$ cat src/rtl/speed_ramp_control.sv
// speed_ramp_control: three debounced buttons drive a target speed level
// through one of four cycle modes; the reported speed level slews toward
// the target one level per RAMP_CYCLES clocks.

// Two-flop synchroniser plus debounce counter for one asynchronous button.
// press_c is high in the cycle before the edge on which the debounced
// state rises, so the consumer can register its reaction on that same edge.
module speed_ramp_debounce #(
    parameter int unsigned CYCLES = 4
) (
    input  logic clk,
    input  logic reset,
    input  logic btn,
    output logic press_c
);

    localparam int unsigned CW = $clog2(CYCLES + 1);

    logic          sync_meta;
    logic          sync_q;
    logic          state;
    logic [CW-1:0] count;
    logic          differ_c;
    logic          flip_c;

    // The counter holds how many consecutive samples have disagreed with the
    // accepted state; one more disagreeing sample beyond CYCLES flips it.
    assign differ_c = (sync_q != state);
    assign flip_c   = differ_c && (count == CW'(CYCLES));
    assign press_c  = flip_c && sync_q;

    // Synchroniser, debounced state and disagreement counter.
    always_ff @(posedge clk) begin
        if (reset) begin
            sync_meta <= 1'b0;
            sync_q    <= 1'b0;
            state     <= 1'b0;
            count     <= '0;
        end else begin
            sync_meta <= btn;
            sync_q    <= sync_meta;
            if (!differ_c) begin
                count <= '0;
            end else if (flip_c) begin
                state <= sync_q;
                count <= '0;
            end else begin
                count <= count + CW'(1);
            end
        end
    end

endmodule

module speed_ramp_control #(
    parameter int unsigned LEVELS          = 6,
    parameter int unsigned DEBOUNCE_CYCLES = 4,
    parameter int unsigned RAMP_CYCLES     = 8,
    parameter int unsigned SKIP_FIRST      = 1,
    localparam int unsigned W = ($clog2(LEVELS) > 1) ? $clog2(LEVELS) : 1
) (
    input  logic         clk,
    input  logic         reset,
    input  logic         btn_cycle,
    input  logic         btn_up,
    input  logic         btn_down,
    input  logic [1:0]   mode,
    output logic [W-1:0] target_level,
    output logic [W-1:0] speed_value,
    output logic         direction_up,
    output logic         ramping,
    output logic         press_evt
);

    localparam int unsigned TW        = ($clog2(RAMP_CYCLES) > 1) ? $clog2(RAMP_CYCLES) : 1;
    localparam logic [W-1:0]  MAX_LVL  = W'(LEVELS - 1);
    localparam logic [TW-1:0] TIMER_END = TW'(RAMP_CYCLES - 1);

    typedef enum logic [1:0] {
        MODE_PINGPONG = 2'd0,
        MODE_WRAP     = 2'd1,
        MODE_SATURATE = 2'd2,
        MODE_LOCK     = 2'd3
    } mode_e;

    logic          cycle_press_c;
    logic          up_press_c;
    logic          down_press_c;

    logic          up_evt_c;
    logic          down_evt_c;
    logic          cycle_evt_c;
    logic          any_evt_c;
    logic          locked_c;
    logic          at_max_c;
    logic          at_min_c;

    logic          skip_armed;
    logic          skip_next;
    logic [W-1:0]  target_next;
    logic          dir_next;
    logic          evt_next;

    logic [TW-1:0] timer;
    logic [TW-1:0] timer_next;
    logic [W-1:0]  speed_next;

    speed_ramp_debounce #(.CYCLES(DEBOUNCE_CYCLES)) u_db_cycle (
        .clk     (clk),
        .reset   (reset),
        .btn     (btn_cycle),
        .press_c (cycle_press_c)
    );

    speed_ramp_debounce #(.CYCLES(DEBOUNCE_CYCLES)) u_db_up (
        .clk     (clk),
        .reset   (reset),
        .btn     (btn_up),
        .press_c (up_press_c)
    );

    speed_ramp_debounce #(.CYCLES(DEBOUNCE_CYCLES)) u_db_down (
        .clk     (clk),
        .reset   (reset),
        .btn     (btn_down),
        .press_c (down_press_c)
    );

    // Resolve same-cycle conflicts: up+down cancel, and either one beats cycle.
    always_comb begin
        up_evt_c    = up_press_c && !down_press_c;
        down_evt_c  = down_press_c && !up_press_c;
        cycle_evt_c = cycle_press_c && !up_press_c && !down_press_c;
        any_evt_c   = up_evt_c || down_evt_c || cycle_evt_c;
        locked_c    = (mode_e'(mode) == MODE_LOCK);
        at_max_c    = (target_level == MAX_LVL);
        at_min_c    = (target_level == '0);
    end

    // Next target, direction, skip flag and press pulse from the surviving event.
    always_comb begin
        target_next = target_level;
        dir_next    = direction_up;
        evt_next    = 1'b0;
        skip_next   = skip_armed;

        if (any_evt_c && !locked_c) begin
            if ((SKIP_FIRST != 0) && skip_armed) begin
                skip_next = 1'b0;
            end else begin
                evt_next = 1'b1;
                if (up_evt_c) begin
                    if (!at_max_c) begin
                        target_next = target_level + W'(1);
                    end
                end else if (down_evt_c) begin
                    if (!at_min_c) begin
                        target_next = target_level - W'(1);
                    end
                end else begin
                    case (mode_e'(mode))
                        MODE_PINGPONG: begin
                            if (direction_up) begin
                                if (!at_max_c) begin
                                    target_next = target_level + W'(1);
                                end else begin
                                    target_next = target_level - W'(1);
                                    dir_next    = 1'b0;
                                end
                            end else begin
                                if (!at_min_c) begin
                                    target_next = target_level - W'(1);
                                end else begin
                                    target_next = target_level + W'(1);
                                    dir_next    = 1'b1;
                                end
                            end
                        end
                        MODE_WRAP: begin
                            target_next = at_max_c ? '0 : (target_level + W'(1));
                        end
                        MODE_SATURATE: begin
                            if (!at_max_c) begin
                                target_next = target_level + W'(1);
                            end
                        end
                        default: begin
                            target_next = target_level;
                        end
                    endcase
                end
            end
        end
    end

    // Ramp: one step toward the current target every RAMP_CYCLES clocks;
    // a target change mid-ramp keeps the elapsed time.
    always_comb begin
        speed_next = speed_value;
        timer_next = '0;
        if (speed_value != target_level) begin
            if (timer == TIMER_END) begin
                timer_next = '0;
                speed_next = (target_level > speed_value) ? (speed_value + W'(1))
                                                          : (speed_value - W'(1));
            end else begin
                timer_next = timer + TW'(1);
            end
        end
    end

    // Registered control state and outputs.
    always_ff @(posedge clk) begin
        if (reset) begin
            target_level <= '0;
            speed_value  <= '0;
            direction_up <= 1'b1;
            press_evt    <= 1'b0;
            skip_armed   <= 1'b1;
            timer        <= '0;
        end else begin
            target_level <= target_next;
            speed_value  <= speed_next;
            direction_up <= dir_next;
            press_evt    <= evt_next;
            skip_armed   <= skip_next;
            timer        <= timer_next;
        end
    end

    assign ramping = (speed_value != target_level);

endmodule

$ cat config.mk
export PLATFORM = sky130hd
export DESIGN_NAME = speed_ramp_control
export DESIGN_NICKNAME = d
export VERILOG_FILES = /design/src/rtl/speed_ramp_control.sv
export SDC_FILE = /design/constraint.sdc
export NUM_CORES = 1
export LEC_CHECK = 0
export ABC_AREA = 1
export BUFFER_PORTS_ARGS = -buffer_cell sky130_fd_sc_hd__buf_4
export CORE_ASPECT_RATIO = 0.7
export CORE_MARGIN = 2
export CORE_UTILIZATION = 50
export DETAILED_ROUTE_END_ITERATION = 8
export PLACE_DENSITY_LB_ADDON = 0.05
export SKIP_CTS_REPAIR_TIMING = 1
export SYNTH_ARGS = -nofsm -noshare
export SYNTH_HDL_FRONTEND = slang
export SYNTH_SLANG_ARGS = --single-unit
$ cat constraint.sdc
create_clock -name clk -period 4.25 [get_ports clk]
set_input_delay 0.6375 -clock clk [delete_from_list [all_inputs] [get_ports clk]]
set_output_delay 0.6375 -clock clk [all_outputs]
set_load 0.02 [all_outputs]
After elaboration in Yosys (flattened, before gate mapping)
Cells that the tools add are included.
Word-level totals
  input port bits: 7
  register bits: 30
  output and inout bits: 9
Cells by class
  mux-type cells: 14
  reductions and logical operators: 30
  bitwise operators: 8
  add/subtract/negate cells: 8
  magnitude comparators: 1
  equal/unequal tests: 13
Operators by type and width (count)
  3-bit 2-to-1 mux: 9
  3-bit by 1-bit adder with 3-bit output, second input constant: 6
  3-bit == test, second input constant: 5
  3-bit OR reduction: 4
  1-bit logical AND: 11
  3-bit case mux with 3 select lines: 1
  1-bit inverter: 8
  2-bit AND reduction: 4
  3-bit by 1-bit subtractor with 3-bit output, second input constant: 2
  5-bit AND reduction: 1
  5-bit nonzero test: 1
  2-bit == test, second input constant: 2
  1-bit 2-to-1 mux: 4
  4-bit AND reduction: 1
  3-bit > comparator: 1
  1-bit zero test: 3
  3-bit zero test: 1
  1-bit != test: 3
  3-bit != test: 1
  3-bit != test, second input constant: 1
  2-bit by 1-bit == test with 1-bit output, second input constant: 1
  2-bit zero test: 1
  1-bit logical OR: 2
  2-bit OR reduction: 1

Depth between registers and ports, before layout
  depth in word-level cells: 10
  depth in mapped cells: 16
  mapped depth without buffers: 16

By module
Synthesis repeated with hierarchy kept, for this count alone.
Second synthesis, totals
  cells, all modules: 233
  area, all modules: 1692.9 um^2
Modules (own cells, without submodules)
  speed_ramp_control: instances 1, cells an instance 140, area each 972.2 um^2, sequential area each 240.2 um^2
  speed_ramp_debounce: instances 3, cells an instance 31, area each 240.2 um^2, sequential area each 120.1 um^2

Worst setup path after synthesis
Ideal clock, no wire load.
  kind: reg2reg
  start: register target_level[0]
  end: register speed_value[2]
  required time: 4.135 ns
  arrival: 2.003 ns
  path slack: 2.131 ns
  stages on the path, launching flop included: 10
  cell sequence: dfxtp_1 > inv_1 > ha_1 > nand3_1 > nand2_1 > fa_1 > xnor2_1 > nand3_1 > nand2_1 > nor2_1
On the way
  longest elaborated chain between the ends: 2
  elaborated cells on any way between the ends: 4
  classes of those cells: order compare: 1; eq/ne: 1; mux: 1; reduce/logical: 1
Ends and longest elaborated chain
  start: declaration: line 68  | output logic [W-1:0] target_level,
  start signal: assignment: line 222  | target_level <= target_next;
  3-bit != test
  net ramping: line 71  | output logic ramping,
  2-bit AND reduction (no source line)
  end signal: assignment: line 223  | speed_value <= speed_next;
  end: declaration: line 69  | output logic [W-1:0] speed_value,
The timed path passes the listed nets, and every way through them passes these cells.
A chain may end at the register's enable or synchronous reset.

Worst setup path after layout
  start: register target_level[0]
  end: output port ramping
On the way
  longest elaborated chain between the ends: 1
Ends and longest elaborated chain
  3-bit != test: line 231  | assign ramping = (speed_value != target_level);
  end: declaration: line 71
Every way passes these cells.

==> results.tsv <==
metric	value	unit
dieArea	3980	sq um
p_seq_share	51.9	%
syn_area	1740	sq um
tightest_slew	0.364	ns
wl_met2	1.13	mm
combinationalPowerShare	5.7	%
place.gp.congestion	0.797	
core	3230	sq um
drv_slew	0	
power_switching	0.126	mW
dpl.hpwl	2.19	mm
fmax	475	MHz
die_h	53.4	um
firstDrtPassIters	4	
drcViolationCount	0	
hold_start	u_db_cycle.sync_meta$_SDFF_PP0_	
finalHoldViolCount	0	
powerDensity	277	nW/um^2
endpoint_kind	output port	
place_ws	2.27	ns
synth_cell_types	25	
tns	0	ns
antenna_found_initial	0	
ys_async_sr_fraction	0	%
cts_buffers	5	
drtIter0Drc	71	
antenna_cells	0	
synthXorXnorAreaFrac	4.02	%
slowest_delay	0.40	ns
grt_max_degree	13	
regArea	601	sq um
cts_root_buffer	clkbuf_8	
die-width	74.6	um
status	complete, no violations	
max_cap_violations	0	
finalClockSkew	0.00375	ns
avgViaCountPerCell	4.62	
synth_top_flop_cell	dfxtp_1	
clkTransAtPathRegs	0.06	ns
layout.cells.most_common	inv_1	
syn_avg_cell_area	7.68	sq um
worstPathMaxFanout	5	
overflow	0	
start_util	53.9	%
swShare	22.8	%
insertion_delay	0.28	ns
clkPwrFrac	42.4	%
port_buffers	15	
ios	16	
rsz0062_at_grt	false	
final_layout_size_suffix_gt1_share	17.7	%
htreeDepth	2	
ys_seq_area_share	34.4	%
synth-edff-count	0	
wirelength	2.80	mm
fillCellCount	301	
multiInputGateArea	946	sq um
syn_to_final_growth	14.3	%
synth_compound_area_share	7.82	%
synthTopCellsByArea	dfxtp_1 34%, ha_1 16%, inv_1 9.0%, nand2_1 7.7%, nor2_1 6.5%	
synth_top_family_by_area	simple AND/OR/NAND/NOR gates	
power.total	0.552	mW
critPathKind	flip-flop to output port	
holdPathEnd	u_db_cycle.sync_q$_SDFF_PP0_	
wire_per_inst	9.51	um
highest_layer	met4	
ir_drop	0.000188	V
startpoint	target_level[0]$_SDFFE_PP0P_	
synth_top_area_share	34.4	%
m1WireLength	1.46	mm
worst_hold_path_type	flip-flop to flip-flop	
layout.nets	278	
mostFrequentLayoutCells	42 x inv_1, 36 x nand2_1, 30 x nor2_1, 30 x dfxtp_1, 23 x ha_1	
cp_data_arrival_time	1.47	ns
row_count	17	
cts_tree	yes	
rrSetupSlack	2.26	ns
p_leak	0.982	nW
crit_chain	inv_1 -> ha_1 -> nand3_1 -> buf_4	
synthMuxAreaShare	0	%
p_int	0.427	mW
ys_ff_latch	30	
cts_buffer_depth	2	
worstHoldPathCells	2	
track_usage	16.4	%
r2r_end	speed_value[2]$_SDFFE_PP0P_	
cp.required	3.61	ns
met3WireLength	163	um
via_count	1364	
antenna_left	0	
synth_cells	227	
cts.sinks	30	
layout_setup_ws	2.14	ns
reg2regPathDepth	10	
setup_viol	0	
grt_first_pass_wirelength	4.73	mm
grt_pass1_vias	1071	
cp-start-kind	flip-flop	
relSlewSlack	75.7	%
ys_warn_count	0	
finalHoldWorstSlack	0.404	ns
synth_nets	258	
regToRegStartpoint	speed_value[2]$_SDFFE_PP0P_	
period_needed	2.11	ns
synthSimpleGateAreaFrac	24.7	%
synthAdderAreaFrac	17.6	%
yosys.area.top_type	dfxtp_1	
critical_path.slowest_cell	dfxtp_1	
fin_crit_sh	49.6	%
==> area by class of cell <==
| type | count | area share [%] |
|---|---|---|
| clock buffer | 6 | 4.14 |
| clock inverter | 2 | 0.628 |
| inverter | 48 | 9.04 |
| multi-input combinational | 147 | 47.5 |
| sequential | 30 | 30.1 |
| tap | 47 | 2.95 |
| timing repair buffer | 15 | 5.65 |
==> per-stage QoR <==
stage               cell area [sq um]  util, %  instances
floorplan                        1740        -        227
global placement                 1900     58.7        287
detailed placement               1900     58.7        287
CTS                              1990     61.6        295
global route                     1990     61.6        295
finish                           1990     61.6        295
==> cells by family (layout without fill, tap and decap cells) <==
family / after synthesis / after routing
DFF: 30 / 30
adders and majority gates: 24 / 24
xor gates and xnor gates: 8 / 8
AOI/OAI and AO/OA: 26 / 26
and+or+nand+nor: 89 / 89
buffers and inverters: 50 / 71
==> worst max-delay path by stage <==
stage	slack, ns	endpoint
floorplan	2.13	speed_value[2]$_SDFFE_PP0P_
global placement	2.24	speed_value[2]$_SDFFE_PP0P_
detailed placement	2.27	speed_value[2]$_SDFFE_PP0P_
CTS	2.12	ramping
global route	2.04	ramping
finish	2.14	ramping
==> sequential cells by signal (all words and copies together), names as in the netlist <==
| register | cells |
|---|---|
| speed_value | 3 |
| target_level | 3 |
| timer | 3 |
| u_db_cycle.count | 3 |
| u_db_down.count | 3 |
| u_db_up.count | 3 |
| direction_up | 1 |
| press_evt | 1 |
| skip_armed | 1 |
| u_db_cycle.state | 1 |
| u_db_cycle.sync_meta | 1 |
| u_db_cycle.sync_q | 1 |
| u_db_down.state | 1 |
| u_db_down.sync_meta | 1 |
| u_db_down.sync_q | 1 |
| u_db_up.state | 1 |
| u_db_up.sync_meta | 1 |
| u_db_up.sync_q | 1 |
==> layer usage <==
metal	vias up	track usage [%]
met5	-	0
met4	0	8.93
met3	7	5.33
met2	29	22.7
met1	594	22.1
li1	734	-
==> synth_stat cells, types with 2 or more instances <==
| cell | number |
|---|---|
| dfxtp_1 | 30 |
| a21oi_1 | 11 |
| ha_1 | 23 |
| nand2_1 | 36 |
| o21ai_0 | 8 |
| nand2_4 | 2 |
| nand2_2 | 4 |
| nand3_1 | 9 |
| nor2_2 | 3 |
| inv_2 | 6 |
| inv_1 | 42 |
| nor2_1 | 30 |
| xnor2_1 | 4 |
| o21ai_1 | 5 |
| xor2_1 | 4 |
==> power by group through the flow <==
stage | registers, mW | logic, mW | clock network, mW
detailed placement | 0.293 | 0.0321 | 0
global placement | 0.293 | 0.0316 | 0
floorplan | 0.293 | 0.0234 | 0
finish | 0.287 | 0.0317 | 0.234
global route | 0.287 | 0.0370 | 0.258
CTS | 0.287 | 0.0322 | 0.246
==> worst max-delay path: cells and delay by family, from the launching register on <==
family	cells	cell delay [ns]
simple gates	1	0.15
fa+ha+maj	1	0.30
flops	1	0.40
buf+inv	2	0.34
(Power assumes the default switching activity.)
